[src/rtl/banco_reg_pkg.sv]
// Shared constants and clear-sequencer state encoding for the banco_reg register file.
package banco_reg_pkg;

  localparam int unsigned DefDataW = 32;
  localparam int unsigned DefAddrW = 5;

  typedef enum logic [1:0] {
    StIdle  = 2'd0,
    StClear = 2'd1,
    StDone  = 2'd2
  } clr_state_e;

endpackage

[src/rtl/banco_reg_clr_fsm.sv]
// Clear sequencer: sweeps a pointer across every register index, then pulses done for one cycle.
module banco_reg_clr_fsm
  import banco_reg_pkg::*;
#(
  parameter int unsigned ADDR_W = DefAddrW
) (
  input  logic              clk,
  input  logic              rst,
  input  logic              ClrReq,
  output logic              ClrBusy,
  output logic              ClrDone,
  output logic              clr_we,
  output logic [ADDR_W-1:0] ptr
);

  clr_state_e        state_q, state_d;
  logic [ADDR_W-1:0] ptr_q, ptr_d;

  always_ff @(posedge clk or posedge rst) begin
    if (rst) begin
      state_q <= StIdle;
      ptr_q   <= '0;
    end else begin
      state_q <= state_d;
      ptr_q   <= ptr_d;
    end
  end

  always_comb begin
    state_d = state_q;
    ptr_d   = ptr_q;
    ClrBusy = 1'b0;
    ClrDone = 1'b0;
    clr_we  = 1'b0;
    unique case (state_q)
      StIdle: begin
        if (ClrReq) begin
          state_d = StClear;
          ptr_d   = '0;
        end
      end
      StClear: begin
        ClrBusy = 1'b1;
        clr_we  = 1'b1;
        ptr_d   = ptr_q + 1'b1;
        // All-ones pointer is the last index; it is cleared this cycle.
        if (&ptr_q) state_d = StDone;
      end
      StDone: begin
        ClrDone = 1'b1;
        state_d = StIdle;
      end
      default: state_d = StIdle;
    endcase
  end

  assign ptr = ptr_q;

endmodule

[src/rtl/banco_reg_param.sv]
// Parametrised 2-read/1-write register file with async reset, optional zero register and clear sweep.
// Optional same-cycle write-to-read forwarding is enabled by defining BANCOREG_BYPASS_EN.
module banco_reg_param
  import banco_reg_pkg::*;
#(
  parameter int unsigned DATA_W   = DefDataW,
  parameter int unsigned ADDR_W   = DefAddrW,
  parameter bit          ZERO_REG = 1'b1
) (
  input  logic              clk,
  input  logic              rst,
  input  logic              RegEn,
  input  logic [ADDR_W-1:0] WriteReg,
  input  logic [DATA_W-1:0] WriteData,
  input  logic [ADDR_W-1:0] ReadReg1,
  input  logic [ADDR_W-1:0] ReadReg2,
  output logic [DATA_W-1:0] ReadData1,
  output logic [DATA_W-1:0] ReadData2,
  input  logic              ClrReq,
  output logic              ClrBusy,
  output logic              ClrDone
);

  localparam int unsigned DEPTH = 2 ** ADDR_W;

  logic [DATA_W-1:0] regs [DEPTH];
  logic              clr_we;
  logic [ADDR_W-1:0] ptr;
  logic              wr_ok;

  banco_reg_clr_fsm #(
    .ADDR_W (ADDR_W)
  ) u_clr_fsm (
    .clk     (clk),
    .rst     (rst),
    .ClrReq  (ClrReq),
    .ClrBusy (ClrBusy),
    .ClrDone (ClrDone),
    .clr_we  (clr_we),
    .ptr     (ptr)
  );

  // Writes are locked out for the whole sweep and never touch a hardwired zero register.
  assign wr_ok = RegEn && !ClrBusy && !(ZERO_REG && (WriteReg == '0));

  always_ff @(posedge clk or posedge rst) begin
    if (rst) begin
      for (int i = 0; i < DEPTH; i++) regs[i] <= '0;
    end else if (clr_we) begin
      regs[ptr] <= '0;
    end else if (wr_ok) begin
      regs[WriteReg] <= WriteData;
    end
  end

  always_comb begin
    ReadData1 = regs[ReadReg1];
    ReadData2 = regs[ReadReg2];
`ifdef BANCOREG_BYPASS_EN
    if (wr_ok && (ReadReg1 == WriteReg)) ReadData1 = WriteData;
    if (wr_ok && (ReadReg2 == WriteReg)) ReadData2 = WriteData;
`endif
    if (ZERO_REG && (ReadReg1 == '0)) ReadData1 = '0;
    if (ZERO_REG && (ReadReg2 == '0)) ReadData2 = '0;
  end

endmodule

[config.mk]
export PLATFORM = sky130hd
export DESIGN_NAME = banco_reg_param
export DESIGN_NICKNAME = d
export VERILOG_FILES = /design/src/rtl/banco_reg_pkg.sv /design/src/rtl/banco_reg_clr_fsm.sv /design/src/rtl/banco_reg_param.sv
export SDC_FILE = /design/constraint.sdc
export NUM_CORES = 2
export LEC_CHECK = 0
export CORE_ASPECT_RATIO = 0.6
export CORE_MARGIN = 1
export CORE_UTILIZATION = 53
export CTS_CLUSTER_DIAMETER = 100
export DETAILED_ROUTE_END_ITERATION = 10
export PLACE_DENSITY = 0.78
export SYNTH_ARGS = -nofsm -noshare
export SYNTH_HDL_FRONTEND = slang
export SYNTH_SLANG_ARGS = --single-unit
[constraint.sdc]
create_clock -name clk -period 37.5 [get_ports clk]
set_clock_uncertainty 0.05 [all_clocks]
set_input_delay 5.625 -clock clk [delete_from_list [all_inputs] [get_ports clk]]
set_output_delay 5.625 -clock clk [all_outputs]
set_load 0.01 [all_outputs]
==> reports/results.tsv <==
metric	value	unit
power.leakage	25.5	nW
hold_buffers	0	
place_ws	21930	ps
vias	42828	
die_w	413	um
cts_tree	built	
io_buffers	116	
clk_latency	710	ps
start_util	0.534	
h-tree-depth	3	
drive_above_1_share	0.240	
area_growth	9.43	%
hp-start	regs[1011]	
cp_max_fo	68	
relSlewSlack	0.109	
syn_area	53700	sq um
hold_viol	0	
dieArea	103000	sq um
drtIter0Drc	8380	
synth.largest_area_cell	dfrtp_1	
setup_violations	0	
nets	3724	
vias_per_cell	8.42	
wl_per_cell	40.4	um
die_y	249	um
fmax	63.2	MHz
cts-buffers-inserted	91	
syn_nets	3889	
synth.yosys.seq_area_share	0.481	
clkTransAtPathRegs	70	ps
ys_seq_elements	1031	
reg2reg_from	u_clr_fsm.state_q[0]	
peakVddDrop	0.0401	mV
io_pins	117	
clkSinkCount	1031	
arrival	10140	ps
synthTopCellsByArea	dfrtp_1 (48%), mux4_2 (19%), a22o_1 (16%)	
yosysWarnings	0	
worst_slack	21680	ps
fillers	7539	
min_path_type	flop to flop	
cp.required	31820	ps
finalMaxSlewViolations	0	
period_share	0.422	
grt_antenna_before_repair	12	
power.density	51.4	nW/um^2
cts_buffer_depth	3	
grt_overflow_total	0	
synth_top_area_share	0.481	
setup_tns	0	ps
status	completed	
drc	0	
clockRootBuffer	clkbuf_16	
grt_pass1_wl	297000	um
worst_pin_slew	1330	ps
grt_use_total	0.399	
grt_pass1_vias	41551	
cts_resized	0	
critPathLaunchType	input port	
grt_max_degree	177	
worstSetupEndpointType	primary output	
synth.avg_cell_area	14.0	sq um
period_needed	15820	ps
fp.coreArea	100000	sq um
rsz0062_at_grt	no	
cp-startpoint	ReadReg1[2]	
place_congestion	0.917	
dp_hpwl	113000	um
syn_inst	3833	
setup.worst_path.class	input port to primary output	
yosysUniqueCellTypes	51	
routed_wl	205000	um
cts_setup_buffers	0	
rows	90	
ant_nets	0	
dr.pass1.iters	8	
maxCapViolCount	0	
## sequential cells by signal, summed over array words and instances (netlist names)
signal and flops:
u_clr_fsm.ptr 5, u_clr_fsm.state_q 2, regs 1024
## metrics by stage
step | instance area [sq um] | instances | hold slack, ps | util | power (mW)
3_5_place_dp | 55500 | 4909 | 443 | 0.553 | 1.97
5_1_grt | 58700 | 5083 | 473 | 0.585 | 3.08
2_1_floorplan | 53700 | 3833 | 417 | - | 1.74
6_report | 58700 | 5086 | 466 | 0.585 | 3.02
3_3_place_gp | 55500 | 4909 | 437 | 0.553 | 1.95
4_1_cts | 58700 | 5078 | 463 | 0.585 | 2.98
## cells in the final DEF (no fill, tap or decap), drive strengths merged, types with 2 or more instances in the layout
cell type,instances
dfrtp,1031
a22o,996
mux4,448
buf,143
mux2i,128
clkbuf,128
o21ai,115
clkdlybuf4s50,106
nor2b,69
mux2,65
a22oi,64
a211oi,64
a311oi,64
a221oi,50
nor2,40
and2,37
nand2,32
a21oi,31
clkinv,21
nor4,16
o2111ai,14
bufinv,10
inv,10
diode,8
nand3b,8
clkinvlp,7
nor3b,6
or3b,6
ha,5
nand3,5
nand2b,5
and3b,3
and3,3
nor3,2
or2,2
or4,2
nand4,2
and4,2
## layout make-up
class / count / area, sq um / share of cell area
diodes: 8 / 20.0 / 0.000341
clock buffers: 128 / 2660 / 0.0453
clock inverters: 41 / 526 / 0.00895
multi-input cells: 2288 / 25900 / 0.440
repair buffers: 249 / 2170 / 0.0370
inverters: 7 / 36.3 / 0.000618
flip-flops and latches: 1031 / 25800 / 0.439
well taps: 1334 / 1670 / 0.0284
## logic make-up after synthesis
family	Yosys count	share of synthesized area
buffers and inverters	514	0.0458
adders and majority gates	5	0.00117
DFF	1031	0.481
AOI/OAI and AO/OA	1401	0.217
muxes	641	0.225
and+or+nand+nor	241	0.0301
## Yosys cell counts, drive strengths merged
| master | count |
|---|---|
| and2 | 37 |
| dfrtp | 1031 |
| or3 | 1 |
| nor3b | 6 |
| or2 | 2 |
| inv | 7 |
| and4 | 2 |
| clkbuf | 240 |
| nand2b | 5 |
| mux4 | 448 |
| nor2b | 69 |
| nor3 | 2 |
| or3b | 6 |
| mux2i | 128 |
| a21o | 1 |
| a22o | 996 |
| a21oi | 31 |
| nor4 | 16 |
| o21bai | 1 |
| a211oi | 64 |
| nand4 | 2 |
| nor2 | 40 |
| a221oi | 50 |
| nand3 | 5 |
| and3 | 3 |
| or4 | 2 |
| and3b | 3 |
| o2111ai | 14 |
| buf | 267 |
| mux2 | 65 |
| ha | 5 |
| nand3b | 8 |
| o21a | 1 |
| nand2 | 32 |
| a22oi | 64 |
| o21ai | 115 |
| a311oi | 64 |
## final timing paths
kind | endpoint | depth (start not counted) | slack [ps]
worst max-delay path | ReadData1[21] | 8 | 21680
worst min-delay path | regs[1011] | 1 | 470
worst max register to register | regs[547] | 7 | 33680
worst min register to register | regs[1011] | 1 | 470
max in group asynchronous | regs[731] | 6 | 27810
min in group asynchronous | regs[657] | 2 | 5460
## layer usage
| layer | vias to the layer above | track usage | wire length, um |
|---|---|---|---|
| met5 | - | 0.00326 | 79 |
| met4 | 8 | 0.184 | 11500 |
| met3 | 890 | 0.237 | 41200 |
| met2 | 4935 | 0.496 | 79500 |
| met1 | 21706 | 0.549 | 73100 |
| li1 | 15289 | - | - |
## power by group
group / internal (mW) / total (mW) / switching (mW)
clock network: 0.568 / 1.03 / 0.458
registers: 1.24 / 1.36 / 0.120
logic: 0.262 / 0.635 / 0.373
## worst max-delay path, cell delays in order
cell	delay [ps]
buf_8	440
buf_4	900
buf_4	830
mux2i_1	180
a221oi_1	300
o21ai_0	260
a311oi_1	730
clkdlybuf4s50_1	710
Power figures use the tool's default switching activity.
